[config.mk]
export PLATFORM = sky130hd
export DESIGN_NAME = mem_arbiter_flat
export DESIGN_NICKNAME = d
export VERILOG_FILES = /design/src/rtl/mem_arbiter_if.sv /design/src/rtl/mem_arbiter.sv /design/src/flat_wrapper.sv
export SDC_FILE = /design/constraint.sdc
export NUM_CORES = 1
export LEC_CHECK = 0
export BUFFER_PORTS_ARGS = -buffer_cell sky130_fd_sc_hd__buf_2
export CORE_AREA = 2 2 361 363
export DETAILED_ROUTE_END_ITERATION = 8
export DIE_AREA = 0 0 363 365
export PLACE_DENSITY = 0.3
export REMOVE_ABC_BUFFERS = 1
export SLEW_MARGIN = 20
export SYNTH_ARGS = -nofsm -noshare
export SYNTH_HDL_FRONTEND = slang
export SYNTH_SLANG_ARGS = --single-unit
[constraint.sdc]
create_clock -name clk -period 4.52 [get_ports clk]
set_clock_uncertainty 0.2 [all_clocks]
set_input_delay 0.226 -clock clk [delete_from_list [all_inputs] [get_ports clk]]
set_output_delay 0.226 -clock clk [all_outputs]
set_load 0.1 [all_outputs]
[src/rtl/mem_arbiter_if.sv]
// mem_arbiter_if: bundles both cache request/response ports, the shared
// main-memory port and the status flags of the two-port memory arbiter.
// The arbiter connects through the slave modport; the caches and memory
// model (or a testbench standing in for them) use the master modport.
interface mem_arbiter_if #(
   parameter int ADDR_BITS = 28,
   parameter int DATA_BITS = 128
);

   // Instruction cache port (port 0)
   logic                   c0_req_valid;
   logic                   c0_req_ready;
   logic [ADDR_BITS-1:0]   c0_req_addr;
   logic                   c0_req_rw;
   logic                   c0_req_data_valid;
   logic                   c0_req_data_ready;
   logic [DATA_BITS-1:0]   c0_req_data_bits;
   logic [DATA_BITS/8-1:0] c0_req_data_mask;
   logic                   c0_resp_valid;
   logic [DATA_BITS-1:0]   c0_resp_data;

   // Data cache port (port 1)
   logic                   c1_req_valid;
   logic                   c1_req_ready;
   logic [ADDR_BITS-1:0]   c1_req_addr;
   logic                   c1_req_rw;
   logic                   c1_req_data_valid;
   logic                   c1_req_data_ready;
   logic [DATA_BITS-1:0]   c1_req_data_bits;
   logic [DATA_BITS/8-1:0] c1_req_data_mask;
   logic                   c1_resp_valid;
   logic [DATA_BITS-1:0]   c1_resp_data;

   // Shared main-memory port
   logic                   mem_req_valid;
   logic                   mem_req_ready;
   logic [ADDR_BITS-1:0]   mem_req_addr;
   logic                   mem_req_rw;
   logic                   mem_req_data_valid;
   logic                   mem_req_data_ready;
   logic [DATA_BITS-1:0]   mem_req_data_bits;
   logic [DATA_BITS/8-1:0] mem_req_data_mask;
   logic                   mem_resp_valid;
   logic [DATA_BITS-1:0]   mem_resp_data;

   // Status
   logic                   busy;
   logic                   stray_resp;

   // Arbiter side
   modport slave (
      input  c0_req_valid, c0_req_addr, c0_req_rw,
             c0_req_data_valid, c0_req_data_bits, c0_req_data_mask,
      output c0_req_ready, c0_req_data_ready, c0_resp_valid, c0_resp_data,
      input  c1_req_valid, c1_req_addr, c1_req_rw,
             c1_req_data_valid, c1_req_data_bits, c1_req_data_mask,
      output c1_req_ready, c1_req_data_ready, c1_resp_valid, c1_resp_data,
      output mem_req_valid, mem_req_addr, mem_req_rw,
             mem_req_data_valid, mem_req_data_bits, mem_req_data_mask,
      input  mem_req_ready, mem_req_data_ready, mem_resp_valid, mem_resp_data,
      output busy, stray_resp
   );

   // Cache / memory side
   modport master (
      output c0_req_valid, c0_req_addr, c0_req_rw,
             c0_req_data_valid, c0_req_data_bits, c0_req_data_mask,
      input  c0_req_ready, c0_req_data_ready, c0_resp_valid, c0_resp_data,
      output c1_req_valid, c1_req_addr, c1_req_rw,
             c1_req_data_valid, c1_req_data_bits, c1_req_data_mask,
      input  c1_req_ready, c1_req_data_ready, c1_resp_valid, c1_resp_data,
      input  mem_req_valid, mem_req_addr, mem_req_rw,
             mem_req_data_valid, mem_req_data_bits, mem_req_data_mask,
      output mem_req_ready, mem_req_data_ready, mem_resp_valid, mem_resp_data,
      input  busy, stray_resp
   );

endinterface

[src/rtl/mem_arbiter.sv]
// mem_arbiter: shares the single main-memory port between the instruction
// cache (port 0) and the data cache (port 1). One transaction at a time,
// round-robin grant, zero-latency combinational request and response paths.
// A grant that has been presented to memory is held (locked) until it fires
// so that memory never sees a request withdrawn or swapped underneath it.
module mem_arbiter #(
   parameter int ADDR_BITS  = 28,
   parameter int DATA_BITS  = 128,
   parameter int READ_BEATS = 4
) (
   input  logic          clk,
   input  logic          reset,
   mem_arbiter_if.slave  bus
);

   localparam int MASK_BITS = DATA_BITS / 8;
   localparam int CNT_W     = $clog2(READ_BEATS + 1);
   localparam logic [CNT_W-1:0] LAST_BEAT = CNT_W'(READ_BEATS - 1);

   typedef enum logic [1:0] {
      IDLE,
      WRITE_DATA,
      READ_RESP
   } state_t;

   state_t               r_state;
   logic                 r_owner;
   logic                 r_lastGrant;
   logic                 r_locked;
   logic                 r_lockedPort;
   logic [CNT_W-1:0]     r_beatCnt;
   logic                 r_strayResp;

   state_t               w_stateNext;
   logic                 w_ownerNext;
   logic                 w_lastGrantNext;
   logic                 w_lockedNext;
   logic                 w_lockedPortNext;
   logic [CNT_W-1:0]     w_beatCntNext;
   logic                 w_strayRespNext;

   logic                 w_grant;
   logic                 w_sel;
   logic                 w_selReqValid;
   logic [ADDR_BITS-1:0] w_selAddr;
   logic                 w_selRw;
   logic                 w_selDataValid;
   logic [DATA_BITS-1:0] w_selDataBits;
   logic [MASK_BITS-1:0] w_selDataMask;

   logic                 w_memReqValid;
   logic                 w_memDataValid;
   logic [1:0]           w_reqReady;
   logic [1:0]           w_dataReady;
   logic [1:0]           w_respValid;

   // Round-robin grant: a locked grant wins, a lone requester wins, and a
   // tie goes to whichever port was not granted last.
   always_comb begin
      w_grant = 1'b0;
      if (r_locked) begin
         w_grant = r_lockedPort;
      end else if (bus.c0_req_valid && bus.c1_req_valid) begin
         w_grant = ~r_lastGrant;
      end else if (bus.c1_req_valid) begin
         w_grant = 1'b1;
      end
   end

   // Payload mux: follow the grant while arbitrating, the owner afterwards.
   always_comb begin
      w_sel          = (r_state == IDLE) ? w_grant : r_owner;
      w_selReqValid  = w_sel ? bus.c1_req_valid      : bus.c0_req_valid;
      w_selAddr      = w_sel ? bus.c1_req_addr       : bus.c0_req_addr;
      w_selRw        = w_sel ? bus.c1_req_rw         : bus.c0_req_rw;
      w_selDataValid = w_sel ? bus.c1_req_data_valid : bus.c0_req_data_valid;
      w_selDataBits  = w_sel ? bus.c1_req_data_bits  : bus.c0_req_data_bits;
      w_selDataMask  = w_sel ? bus.c1_req_data_mask  : bus.c0_req_data_mask;
   end

   // Next-state and handshake logic; all ready/valid outputs are forced low
   // while reset is held so neither side sees a spurious handshake.
   always_comb begin
      w_stateNext      = r_state;
      w_ownerNext      = r_owner;
      w_lastGrantNext  = r_lastGrant;
      w_lockedNext     = r_locked;
      w_lockedPortNext = r_lockedPort;
      w_beatCntNext    = r_beatCnt;
      w_strayRespNext  = r_strayResp;
      w_memReqValid    = 1'b0;
      w_memDataValid   = 1'b0;
      w_reqReady       = 2'b00;
      w_dataReady      = 2'b00;
      w_respValid      = 2'b00;

      case (r_state)
         IDLE: begin
            w_memReqValid = w_selReqValid;
            if (w_grant) begin
               w_reqReady[1] = bus.mem_req_ready;
            end else begin
               w_reqReady[0] = bus.mem_req_ready;
            end
            if (w_memReqValid && bus.mem_req_ready) begin
               w_ownerNext     = w_grant;
               w_lastGrantNext = w_grant;
               w_lockedNext    = 1'b0;
               if (w_selRw) begin
                  w_stateNext = WRITE_DATA;
               end else begin
                  w_stateNext   = READ_RESP;
                  w_beatCntNext = '0;
               end
            end else if (w_memReqValid) begin
               w_lockedNext     = 1'b1;
               w_lockedPortNext = w_grant;
            end
            if (bus.mem_resp_valid) begin
               w_strayRespNext = 1'b1;
            end
         end

         WRITE_DATA: begin
            w_memDataValid = w_selDataValid;
            if (r_owner) begin
               w_dataReady[1] = bus.mem_req_data_ready;
            end else begin
               w_dataReady[0] = bus.mem_req_data_ready;
            end
            if (w_memDataValid && bus.mem_req_data_ready) begin
               w_stateNext = IDLE;
            end
            if (bus.mem_resp_valid) begin
               w_strayRespNext = 1'b1;
            end
         end

         READ_RESP: begin
            if (r_owner) begin
               w_respValid[1] = bus.mem_resp_valid;
            end else begin
               w_respValid[0] = bus.mem_resp_valid;
            end
            if (bus.mem_resp_valid) begin
               if (r_beatCnt == LAST_BEAT) begin
                  w_stateNext   = IDLE;
                  w_beatCntNext = '0;
               end else begin
                  w_beatCntNext = r_beatCnt + CNT_W'(1);
               end
            end
         end

         default: begin
            w_stateNext = IDLE;
         end
      endcase

      if (reset) begin
         w_memReqValid  = 1'b0;
         w_memDataValid = 1'b0;
         w_reqReady     = 2'b00;
         w_dataReady    = 2'b00;
         w_respValid    = 2'b00;
      end
   end

   // State register; last_grant resets to 1 so port 0 wins the first tie.
   always_ff @(posedge clk or posedge reset) begin
      if (reset) begin
         r_state      <= IDLE;
         r_owner      <= 1'b0;
         r_lastGrant  <= 1'b1;
         r_locked     <= 1'b0;
         r_lockedPort <= 1'b0;
         r_beatCnt    <= '0;
         r_strayResp  <= 1'b0;
      end else begin
         r_state      <= w_stateNext;
         r_owner      <= w_ownerNext;
         r_lastGrant  <= w_lastGrantNext;
         r_locked     <= w_lockedNext;
         r_lockedPort <= w_lockedPortNext;
         r_beatCnt    <= w_beatCntNext;
         r_strayResp  <= w_strayRespNext;
      end
   end

   assign bus.mem_req_valid      = w_memReqValid;
   assign bus.mem_req_addr       = w_selAddr;
   assign bus.mem_req_rw         = w_selRw;
   assign bus.mem_req_data_valid = w_memDataValid;
   assign bus.mem_req_data_bits  = w_selDataBits;
   assign bus.mem_req_data_mask  = w_selDataMask;

   assign bus.c0_req_ready       = w_reqReady[0];
   assign bus.c1_req_ready       = w_reqReady[1];
   assign bus.c0_req_data_ready  = w_dataReady[0];
   assign bus.c1_req_data_ready  = w_dataReady[1];
   assign bus.c0_resp_valid      = w_respValid[0];
   assign bus.c1_resp_valid      = w_respValid[1];
   assign bus.c0_resp_data       = bus.mem_resp_data;
   assign bus.c1_resp_data       = bus.mem_resp_data;

   assign bus.busy               = (r_state != IDLE);
   assign bus.stray_resp         = r_strayResp;

endmodule

[src/flat_wrapper.sv]
// flat-port wrapper written by rule: the top's interface ports become plain ports
module mem_arbiter_flat 
#(
   parameter int ADDR_BITS  = 28,
   parameter int DATA_BITS  = 128,
   parameter int READ_BEATS = 4
)
  (clk, reset, bus_c0_req_valid, bus_c0_req_addr, bus_c0_req_rw, bus_c0_req_data_valid, bus_c0_req_data_bits, bus_c0_req_data_mask, bus_c0_req_ready, bus_c0_req_data_ready, bus_c0_resp_valid, bus_c0_resp_data, bus_c1_req_valid, bus_c1_req_addr, bus_c1_req_rw, bus_c1_req_data_valid, bus_c1_req_data_bits, bus_c1_req_data_mask, bus_c1_req_ready, bus_c1_req_data_ready, bus_c1_resp_valid, bus_c1_resp_data, bus_mem_req_valid, bus_mem_req_addr, bus_mem_req_rw, bus_mem_req_data_valid, bus_mem_req_data_bits, bus_mem_req_data_mask, bus_mem_req_ready, bus_mem_req_data_ready, bus_mem_resp_valid, bus_mem_resp_data, bus_busy, bus_stray_resp);
  mem_arbiter_if #(.ADDR_BITS(ADDR_BITS), .DATA_BITS(DATA_BITS)) bus_i ();
  input  logic clk;
  input  logic reset;
  input wire logic [$bits(bus_i.c0_req_valid)-1:0] bus_c0_req_valid;
  input wire logic [$bits(bus_i.c0_req_addr)-1:0] bus_c0_req_addr;
  input wire logic [$bits(bus_i.c0_req_rw)-1:0] bus_c0_req_rw;
  input wire logic [$bits(bus_i.c0_req_data_valid)-1:0] bus_c0_req_data_valid;
  input wire logic [$bits(bus_i.c0_req_data_bits)-1:0] bus_c0_req_data_bits;
  input wire logic [$bits(bus_i.c0_req_data_mask)-1:0] bus_c0_req_data_mask;
  output wire logic [$bits(bus_i.c0_req_ready)-1:0] bus_c0_req_ready;
  output wire logic [$bits(bus_i.c0_req_data_ready)-1:0] bus_c0_req_data_ready;
  output wire logic [$bits(bus_i.c0_resp_valid)-1:0] bus_c0_resp_valid;
  output wire logic [$bits(bus_i.c0_resp_data)-1:0] bus_c0_resp_data;
  input wire logic [$bits(bus_i.c1_req_valid)-1:0] bus_c1_req_valid;
  input wire logic [$bits(bus_i.c1_req_addr)-1:0] bus_c1_req_addr;
  input wire logic [$bits(bus_i.c1_req_rw)-1:0] bus_c1_req_rw;
  input wire logic [$bits(bus_i.c1_req_data_valid)-1:0] bus_c1_req_data_valid;
  input wire logic [$bits(bus_i.c1_req_data_bits)-1:0] bus_c1_req_data_bits;
  input wire logic [$bits(bus_i.c1_req_data_mask)-1:0] bus_c1_req_data_mask;
  output wire logic [$bits(bus_i.c1_req_ready)-1:0] bus_c1_req_ready;
  output wire logic [$bits(bus_i.c1_req_data_ready)-1:0] bus_c1_req_data_ready;
  output wire logic [$bits(bus_i.c1_resp_valid)-1:0] bus_c1_resp_valid;
  output wire logic [$bits(bus_i.c1_resp_data)-1:0] bus_c1_resp_data;
  output wire logic [$bits(bus_i.mem_req_valid)-1:0] bus_mem_req_valid;
  output wire logic [$bits(bus_i.mem_req_addr)-1:0] bus_mem_req_addr;
  output wire logic [$bits(bus_i.mem_req_rw)-1:0] bus_mem_req_rw;
  output wire logic [$bits(bus_i.mem_req_data_valid)-1:0] bus_mem_req_data_valid;
  output wire logic [$bits(bus_i.mem_req_data_bits)-1:0] bus_mem_req_data_bits;
  output wire logic [$bits(bus_i.mem_req_data_mask)-1:0] bus_mem_req_data_mask;
  input wire logic [$bits(bus_i.mem_req_ready)-1:0] bus_mem_req_ready;
  input wire logic [$bits(bus_i.mem_req_data_ready)-1:0] bus_mem_req_data_ready;
  input wire logic [$bits(bus_i.mem_resp_valid)-1:0] bus_mem_resp_valid;
  input wire logic [$bits(bus_i.mem_resp_data)-1:0] bus_mem_resp_data;
  output wire logic [$bits(bus_i.busy)-1:0] bus_busy;
  output wire logic [$bits(bus_i.stray_resp)-1:0] bus_stray_resp;
  assign bus_i.c0_req_valid = bus_c0_req_valid;
  assign bus_i.c0_req_addr = bus_c0_req_addr;
  assign bus_i.c0_req_rw = bus_c0_req_rw;
  assign bus_i.c0_req_data_valid = bus_c0_req_data_valid;
  assign bus_i.c0_req_data_bits = bus_c0_req_data_bits;
  assign bus_i.c0_req_data_mask = bus_c0_req_data_mask;
  assign bus_c0_req_ready = bus_i.c0_req_ready;
  assign bus_c0_req_data_ready = bus_i.c0_req_data_ready;
  assign bus_c0_resp_valid = bus_i.c0_resp_valid;
  assign bus_c0_resp_data = bus_i.c0_resp_data;
  assign bus_i.c1_req_valid = bus_c1_req_valid;
  assign bus_i.c1_req_addr = bus_c1_req_addr;
  assign bus_i.c1_req_rw = bus_c1_req_rw;
  assign bus_i.c1_req_data_valid = bus_c1_req_data_valid;
  assign bus_i.c1_req_data_bits = bus_c1_req_data_bits;
  assign bus_i.c1_req_data_mask = bus_c1_req_data_mask;
  assign bus_c1_req_ready = bus_i.c1_req_ready;
  assign bus_c1_req_data_ready = bus_i.c1_req_data_ready;
  assign bus_c1_resp_valid = bus_i.c1_resp_valid;
  assign bus_c1_resp_data = bus_i.c1_resp_data;
  assign bus_mem_req_valid = bus_i.mem_req_valid;
  assign bus_mem_req_addr = bus_i.mem_req_addr;
  assign bus_mem_req_rw = bus_i.mem_req_rw;
  assign bus_mem_req_data_valid = bus_i.mem_req_data_valid;
  assign bus_mem_req_data_bits = bus_i.mem_req_data_bits;
  assign bus_mem_req_data_mask = bus_i.mem_req_data_mask;
  assign bus_i.mem_req_ready = bus_mem_req_ready;
  assign bus_i.mem_req_data_ready = bus_mem_req_data_ready;
  assign bus_i.mem_resp_valid = bus_mem_resp_valid;
  assign bus_i.mem_resp_data = bus_mem_resp_data;
  assign bus_busy = bus_i.busy;
  assign bus_stray_resp = bus_i.stray_resp;
  mem_arbiter #(.ADDR_BITS(ADDR_BITS), .DATA_BITS(DATA_BITS), .READ_BEATS(READ_BEATS)) u_core (.clk(clk), .reset(reset), .bus(bus_i));
endmodule
==> results of run 1 <==
[sequential cells by signal, indices dropped and copies added (netlist names)]
name and cells:
u_core.r_beatCnt 3, u_core.r_owner 1, u_core.r_lastGrant 1, u_core.r_locked 1, u_core.r_lockedPort 1, u_core.bus.stray_resp 1, u_core.r_state 2
[where the power goes]
| group | switching [mW] | internal, mW |
|---|---|---|
| combinational | 6.88 | 1.82 |
| sequential | 0.0482 | 0.123 |
| clock | 0.0444 | 0.133 |
[cell type report]
class / instances / share of cell area [%]
Tap cell: 1675 / 26.3
Multi-Input combinational cell: 230 / 34.1
Timing Repair Buffer: 540 / 34.6
Inverter: 6 / 0.283
Sequential cell: 10 / 3.16
Clock buffer: 4 / 1.12
Antenna cell: 12 / 0.377
[per-layer routing]
layer	vias to the layer above	track usage [%]	share of wire, %
li1	2066	-	-
met1	2708	14.2	32
met2	1246	21.5	38
met3	158	17.4	24
met4	41	4.90	4.0
met5	-	8.79	1.6
[metrics by stage]
stage | setup TNS (ps) | instance area, um^2 | cells | total power, mW
global route | 0 | 7950 | 2470 | 9.28
global placement | 0 | 7840 | 2460 | 8.92
floorplan | -305580 | 2990 | 246 | 6.75
finish | 0 | 7970 | 2477 | 9.05
CTS | 0 | 7940 | 2465 | 9.11
detailed placement | 0 | 7840 | 2460 | 8.90
[cells in the mapped netlist, types with 2 or more instances]
cell / n / area share (%)
o31ai_1: 2 / 0.28
mux2_4: 100 / 28
o21a_1: 2 / 0.28
nor2b_1: 3 / 0.35
dfrtp_1: 9 / 4.2
inv_1: 6 / 0.42
and3_1: 2 / 0.24
nand3_1: 2 / 0.19
buf_12: 19 / 7.2
nand2_1: 8 / 0.57
a31oi_1: 2 / 0.24
nor2_1: 7 / 0.49
mux2i_1: 3 / 0.57
a21oi_1: 4 / 0.38
buf_4: 258 / 36
mux2_2: 74 / 16
o21ai_0: 3 / 0.28
[kinds of logic (layout without fill, tap and decap cells)]
group / count (synthesis) / in the layout / share of synthesized area, %
AOI/OAI and AO/OA: 22 / 22 / 3.18
adders and majority gates: 1 / 1 / 0.236
buffers and inverters: 283 / 550 / 44.1
DFF: 10 / 10 / 4.74
muxes: 178 / 178 / 45.0
other: 0 / 12 / 0
and+or+nand+nor: 29 / 29 / 2.83
[worst max-delay path, stage by stage (launching register included)]
cell and delay (ps):
dfstp_2 530, nand2_2 70, a22o_4 260, mux2i_4 230, buf_12 330, mux2_2 430
buf_2 510
[how the worst max path moves through the flow]
stage | cells past startpoint | endpoint | startpoint
2_1_floorplan | 5 | bus_mem_req_data_valid | u_core.r_lastGrant$_DFFE_PP1P_
3_3_place_gp | 6 | bus_mem_req_data_bits[84] | u_core.r_lastGrant$_DFFE_PP1P_
3_5_place_dp | 6 | bus_mem_req_data_bits[84] | u_core.r_lastGrant$_DFFE_PP1P_
4_1_cts | 6 | bus_mem_req_data_bits[84] | u_core.r_lastGrant$_DFFE_PP1P_
5_1_grt | 5 | bus_mem_req_data_bits[84] | u_core.r_state[0]$_DFFE_PP0P_
6_report | 6 | bus_mem_req_data_bits[84] | u_core.r_lastGrant$_DFFE_PP1P_
==> impl_metrics.yaml, run 1 <==
worst_setup_path:
  r2r_slack_ps: 1980
  worstReg2RegEnd: "u_core.r_state[0]$_DFFE_PP0P_"
  ff2ff_path_depth: 6
  rr_startpoint: "u_core.r_lastGrant$_DFFE_PP1P_"
  cp_max_fo: 89
  crit_arrival_ps: 3050
  crit_path_end_kind: "primary output"
  worst-setup-path-type: "register to primary output"
  required_ps: 4090
  start_kind: "register"
layout:
  final_nets: 1275
  layout.area.seq_um2: 251
  fill_cells: 15300
  layout-drive-gt1-share_pct: 91.6
  multi_input_area_mm2: 0.00272
  finish.utilization_pct: 6.19
  mostFrequentLayoutCell: "buf_2"
  area_growth_pct: 50.0
  layout_common_cells: "buf_2 (529), mux2_4 (100), mux2_2 (74), dfrtp_1 (9)"
sta:
  finalMaxSlewViolations: 0
  fmax_mhz: 287
  worst_slack_ps: 1040
  finalSetupViolCount: 0
  worst_pin_slew_ps: 1120
  min_period_ps: 3480
  period_share_pct: 77.0
  relSlewSlack_pct: 25.4
  finalHoldViolations: 0
  whs_ps: 114
  rsz0062_at_grt: "false"
worst_hold_path:
  hp-start: "bus_mem_resp_valid"
  min_to: "u_core.r_state[1]$_DFFE_PP0P_"
  min_path_cells: 2
  hp-class: "input pin to register"
clocking:
  clockRootBuffer: "clkbuf_16"
  post_cts_resized: 0
  cts_buffers: 3
  numClockSinks: 10
  cts_tree: "done"
  htreeDepth: 1
  clockBufferDepth: 2
  post_cts_buffers: 0
  cts_hold_buf: 1
  clock_latency_ps: 240
  clk_pin_slew_ps: 40
global_routing:
  antenna_found_initial: 34
  grt_pass1_wl_um: 120000
  grt_start_max_net_pins: 90
  grt_pass1_vias: 5530
  grt-ovfl-total: 0
  grt_util_all_layers_pct: 15.5
floorplan:
  start_util_pct: 4.13
  die_area_mm2: 0.132
  rows: 132
  coreArea_mm2: 0.129
  die_w_um: 363
  die_h_um: 365
  io_pins: 922
synthesis:
  syn_area_mm2: 0.00531
  synth_edf_count: 0
  synth_flop_cell: "dfrtp_1"
  ys_seq_elements: 10
  synth_cell_types: 36
  synthCells: 523
  ys_seq_area_share_pct: 4.74
  avgSynthCellArea_um2: 10.2
  yosys_warnings: 0
  synthArstFlopShare_pct: 100
status:
  status: "completed"
drt:
  avgRoutedWirePerCell_um: 43.9
  finalWirelength_um: 109000
  drc_errors: 0
  drtIter0Drc: 516
  avgViaCountPerCell: 2.51
  vias: 6219
  ant_nets: 0
  firstDrtPassIters: 4
placed_design:
  port_buffers: 537
  pre_cts_ws_ps: 1400
  dp_hpwl_um: 96700
  routabilityCongestion: 0.836
power:
  vdd_drop_max_mv: 0.512
  power_density_mw_per_mm2: 1140
  p_leak_nw: 3.64
flow_run:
  cap_violations: 0
Note: power is estimated with default switching activity, not from simulation.
==> inputs of run 2 (changes only) <==
==> constraint.sdc (replaced) <==
create_clock -name clk -period 3.1 [get_ports clk]
set_clock_uncertainty 0.2 [all_clocks]
set_input_delay 0.155 -clock clk [delete_from_list [all_inputs] [get_ports clk]]
set_output_delay 0.155 -clock clk [all_outputs]
set_load 0.1 [all_outputs]
==> run 2 against run 1 <==
  * Total power up 69%
  * Count of clock-buffer cells in the layout unchanged
  * Register-to-register slack worse by 1200 ps
  * Critical path depth unchanged
  * Flip-flop and latch count unchanged
  * Routed wire length down 9.1%
  * Combinational power up 70%
  * Sequential share of layout area down 0.45 points
  * Global-route usage down 1.4 points
  * Cell area up 17%
  * Critical path type unchanged
==> impl_metrics.yaml, run 2 (synthesis gave the netlist of run 1 again) <==
drt:
  firstDrtPassIters: 4
  vias: 5757
  ant_nets: 0
  drtIter0Drc: 372
  avgViaCountPerCell: 2.32
  drc_errors: 0
  avgRoutedWirePerCell_um: 39.9
  finalWirelength_um: 98900
clocking:
  htreeDepth: 1
  clockRootBuffer: "clkbuf_16"
  numClockSinks: 10
  cts_buffers: 3
  cts_tree: "done"
  clk_pin_slew_ps: 50
  clock_latency_ps: 240
  post_cts_buffers: 0
  clockBufferDepth: 2
layout:
  post-route-cell-area_mm2: 0.00930
  fill_cells: 15100
  area_growth_pct: 75.2
  finish.utilization_pct: 7.23
  mostFrequentLayoutCell: "buf_2"
  top_register: "u_core.r_beatCnt"
  top_regs: "u_core.r_beatCnt x3, u_core.r_state x2"
  layout_common_cells: "buf_2 (452), mux2_4 (100), buf_12 (90), mux2_2 (74), dfrtp_1 (9)"
  final_nets: 1282
  largest_register_ffs: 3
  layout-drive-gt1-share_pct: 91.7
worst_setup_path:
  worst-setup-path-type: "register to primary output"
  required_ps: 2740
  ff2ff_path_depth: 5
  r2r_slack_ps: 800
  cp_max_fo: 30
  rr_startpoint: "u_core.r_state[0]$_DFFE_PP0P_"
  worstReg2RegEnd: "u_core.r_state[0]$_DFFE_PP0P_"
  crit_path_end_kind: "primary output"
  crit_arrival_ps: 2610
  start_kind: "register"
floorplan:
  coreArea_mm2: 0.129
  io_pins: 922
  die_w_um: 363
  die_area_mm2: 0.132
  rows: 132
  start_util_pct: 4.13
  die_h_um: 365
power:
  p_leak_nw: 4.15
  vdd_drop_max_mv: 0.512
  power_density_mw_per_mm2: 1650
worst_hold_path:
  hp-start: "bus_mem_resp_valid"
  min_to: "u_core.r_state[1]$_DFFE_PP0P_"
  hp-class: "input pin to register"
  min_path_cells: 2
placed_design:
  port_buffers: 537
  pre_cts_ws_ps: 418
  dpl-instance-area_mm2: 0.00918
  dp_hpwl_um: 89200
  routabilityCongestion: 0.756
global_routing:
  grt_start_max_net_pins: 52
  grt_util_all_layers_pct: 14.2
  grt-ovfl-total: 0
  grt_pass1_vias: 5415
  grt_pass1_wl_um: 110000
  antenna_found_initial: 16
sta:
  relSlewSlack_pct: 64.6
  min_period_ps: 2970
  finalSetupViolCount: 0
  worst_pin_slew_ps: 534
  worst_slack_ps: 132
  fmax_mhz: 337
  finalMaxSlewViolations: 0
  period_share_pct: 95.8
  finalHoldViolations: 0
  rsz0062_at_grt: "false"
flow_run:
  cap_violations: 0
status:
  status: "completed"
## run 2: cell types whose count changed in the layout (fill, tap and decap cells not counted)
cell and delta:
buf_4 -4, buf_12 +88, buf_2 -77, diode_2 -4
## run 2: final cells by class
cell class                 count  area [um^2]  share of cell area, %
multi-input combinational    230         2720                   29.2
antenna                        8         20.0                  0.215
clock buffer                   4         88.8                  0.955
timing repair buffer         547         4100                   44.1
sequential                    10          251                   2.70
tap                         1675         2100                   22.5
inverter                       6         22.5                  0.242
## run 2: how the worst max path moves through the flow
stage	slack (ps)	to	startpoint	depth (start not counted)
2_1_floorplan	-3890	bus_mem_req_data_valid	u_core.r_lastGrant$_DFFE_PP1P_	5
3_3_place_gp	420	bus_mem_req_data_bits[87]	u_core.r_lastGrant$_DFFE_PP1P_	7
3_5_place_dp	420	bus_mem_req_data_bits[87]	u_core.r_lastGrant$_DFFE_PP1P_	7
4_1_cts	160	bus_mem_req_data_bits[87]	u_core.r_lastGrant$_DFFE_PP1P_	7
5_1_grt	40	bus_mem_req_data_bits[87]	u_core.r_state[0]$_DFFE_PP0P_	6
6_report	130	bus_mem_req_data_bits[87]	u_core.r_state[0]$_DFFE_PP0P_	6
## run 2: through the flow
stage               std cells  TNS, ps  total power [mW]  hold WS [ps]
floorplan                 246  -543780              7.25          -192
global placement         2467        0              15.3          47.6
detailed placement       2467        0              15.3          53.8
CTS                      2472        0              15.6          44.9
global route             2478        0              15.8          42.8
finish                   2480        0              15.3          34.6
## run 2: per-layer routing
metal / routed length [um] / up-vias / track usage, %
met5: 2010 / - / 10.3
met4: 1620 / 28 / 2.12
met3: 22900 / 96 / 15.4
met2: 39200 / 1067 / 20.2
met1: 33100 / 2493 / 13.4
li1: - / 2073 / -
## run 2: timing repair
item | in CTS | in global routing
hold buffers | 1 | 0
resized for setup | 0 | 0
endpoints found under the hold margin | 9 | 0
## run 2: worst max-delay path: stages, from the launching register on
cell     delay [ps]
dfrtp_1         470
nor2_4          260
mux2i_4         350
buf_12          220
buf_12          250
mux2_2          430
buf_2           320
## run 2: where the power goes
group          internal, mW  switching, mW
clock network         0.195         0.0699
registers             0.179         0.0712
logic                  4.23           10.6
==> inputs of run 3 (changes only) <==
--- a/config.mk
+++ b/config.mk
@@ -11,6 +11,7 @@
 export DIE_AREA = 0 0 363 365
 export PLACE_DENSITY = 0.3
 export REMOVE_ABC_BUFFERS = 1
+export SKIP_CTS_REPAIR_TIMING = 1
 export SLEW_MARGIN = 20
 export SYNTH_ARGS = -nofsm -noshare
 export SYNTH_HDL_FRONTEND = slang
==> constraint.sdc (replaced) <==
create_clock -name clk -period 3.1 [get_ports clk]
set_clock_uncertainty 0.2 [all_clocks]
set_input_delay 0.775 -clock clk [delete_from_list [all_inputs] [get_ports clk]]
set_output_delay 0.775 -clock clk [all_outputs]
set_load 0.1 [all_outputs]
==> run 3 against run 2 <==
  * The flow now finishes with violations (setup timing)
  * Cell area up 16%
  * Final cell count is 1.5% higher
  * Combinational power increased by 16%
  * Global-route usage up 0.064 points
  * Sequential power decreased by 4%
  * Largest cell class unchanged
  * Largest power group unchanged
==> impl_metrics.yaml, run 3 (synthesis gave the netlist of run 1 again) <==
status:
  status: "complete, but fails checks"
  violations: "setup timing"
clocking:
  cts_tree: "done"
  cts_buffers: 3
  clock_latency_ps: 240
  htreeDepth: 1
  clk_pin_slew_ps: 40
  clockBufferDepth: 2
  clockRootBuffer: "clkbuf_16"
  numClockSinks: 10
power:
  power.switching_mw: 11.2
  switching_share_pct: 63.5
  p_leak_nw: 4.83
  vdd_drop_max_mv: 0.883
  pwr-share-clk_pct: 1.4
  power_density_mw_per_mm2: 1630
  p_seq_share_pct: 1.4
  intPower_mw: 6.43
  comb_power_share_pct: 97.2
worst_setup_path:
  crit_path_end_kind: "primary output"
  start_kind: "input pin"
  cp_max_fo: 24
  required_ps: 2120
  worst-setup-path-type: "input pin to primary output"
  crit_arrival_ps: 2580
layout:
  mostFrequentLayoutCell: "buf_2"
  final_nets: 1323
  layout_common_cells: "buf_2 (374), buf_12 (150), mux2_4 (117), mux2_2 (57), buf_4 (31)"
  finalNonFillerCells: 2517
  top_regs: "u_core.r_beatCnt x3, u_core.r_state x2"
  top_register: "u_core.r_beatCnt"
  largest_register_ffs: 3
  layout-drive-gt1-share_pct: 92.2
  area_growth_pct: 104
  fill_cells: 15000
floorplan:
  die_h_um: 365
  die_w_um: 363
  io_pins: 922
  start_util_pct: 4.13
  die_area_mm2: 0.132
  rows: 132
  coreArea_mm2: 0.129
sta:
  fmax_mhz: 281
  fin_setup_tns_ps: -59260
  worst_pin_slew_ps: 533
  finalMaxSlewViolations: 0
  worst_slack_ps: -453
  finalHoldViolations: 0
  rsz0062_at_grt: "true"
  min_period_ps: 3550
  period_share_pct: 115
  relSlewSlack_pct: 64.7
  finalSetupViolCount: 174
drt:
  drc_errors: 0
  finalWirelength_um: 101000
  firstDrtPassIters: 4
  drtIter0Drc: 432
  ant_nets: 0
  vias: 5911
  avgRoutedWirePerCell_um: 40.0
  avgViaCountPerCell: 2.35
worst_hold_path:
  hp-class: "register to register"
global_routing:
  grt_pass1_wl_um: 111000
  grt_util_all_layers_pct: 14.2
  antenna_found_initial: 16
  grt_pass1_vias: 5508
  grt_start_max_net_pins: 31
  grt-ovfl-total: 0
placed_design:
  dp_hpwl_um: 89900
  routabilityCongestion: 0.752
  port_buffers: 537
  dp.cells: 2495
flow_run:
  cap_violations: 0
-- run 3: final timing paths --
check / from / depth (start not counted) / slack, ps / to
setup reg to reg: u_core.r_lastGrant$_DFFE_PP1P_ / 8 / 660 / u_core.r_state[0]$_DFFE_PP0P_
hold reg to reg: u_core.bus.stray_resp$_DFFE_PP0P_ / 1 / 260 / u_core.bus.stray_resp$_DFFE_PP0P_
setup / recovery: bus_c1_req_valid / 8 / -450 / bus_mem_req_data_bits[84]
max in group asynchronous: reset / 3 / 2060 / u_core.r_lastGrant$_DFFE_PP1P_
hold / removal: u_core.bus.stray_resp$_DFFE_PP0P_ / 1 / 260 / u_core.bus.stray_resp$_DFFE_PP0P_
min in group asynchronous: reset / 3 / 420 / u_core.r_owner$_DFFE_PP0P_
-- run 3: layer usage --
| metal | GRT usage (%) | part of all wire, % | wire length [um] |
|---|---|---|---|
| met5 | 7.81 | 1.6 | 1590 |
| met4 | 2.90 | 2.3 | 2280 |
| met3 | 15.8 | 23 | 23200 |
| met2 | 19.8 | 39 | 39300 |
| met1 | 13.5 | 34 | 34300 |
-- run 3: stage by stage --
step / area (um^2) / util (%) / power (mW) / hold slack (ps) / setup WS, ps
after CTS: 9660 / 7.51 / 16.0 / 269 / -511
after global placement: 9570 / 7.44 / 15.8 / 254 / -506
after detailed placement: 9570 / 7.44 / 15.7 / 260 / -504
final: 10800 / 8.41 / 17.6 / 262 / -453
after floorplan: 2990 / - / 7.25 / 274 / -4860
after global routing: 10800 / 8.41 / 18.2 / 279 / -501
-- run 3: final cells by class --
type                            instances  area [um^2]  share of cell area, %
Timing Repair Buffer                  588         5560                   51.4
Multi-Input combinational cell        230         2790                   25.8
Tap cell                             1675         2100                   19.4
Sequential cell                        10          251                   2.33
Clock buffer                            4         88.8                  0.821
Inverter                                6         22.5                  0.208
Antenna cell                            4         10.0                 0.0926
-- run 3: critical path: stages --
cell,delay (ps)
buf_6,90
nor2b_4,120
a22o_4,240
mux2i_4,210
buf_12,220
buf_4,230
mux2_2,380
buf_12,160
-- run 3: power by group through the flow --
stage | registers (mW) | clock network (mW) | logic [mW]
final | 0.240 | 0.255 | 17.1
after global routing | 0.249 | 0.267 | 17.7
after CTS | 0.238 | 0.261 | 15.5
after detailed placement | 0.238 | 0 | 15.5
after global placement | 0.242 | 0 | 15.5
after floorplan | 0.231 | 0 | 7.02
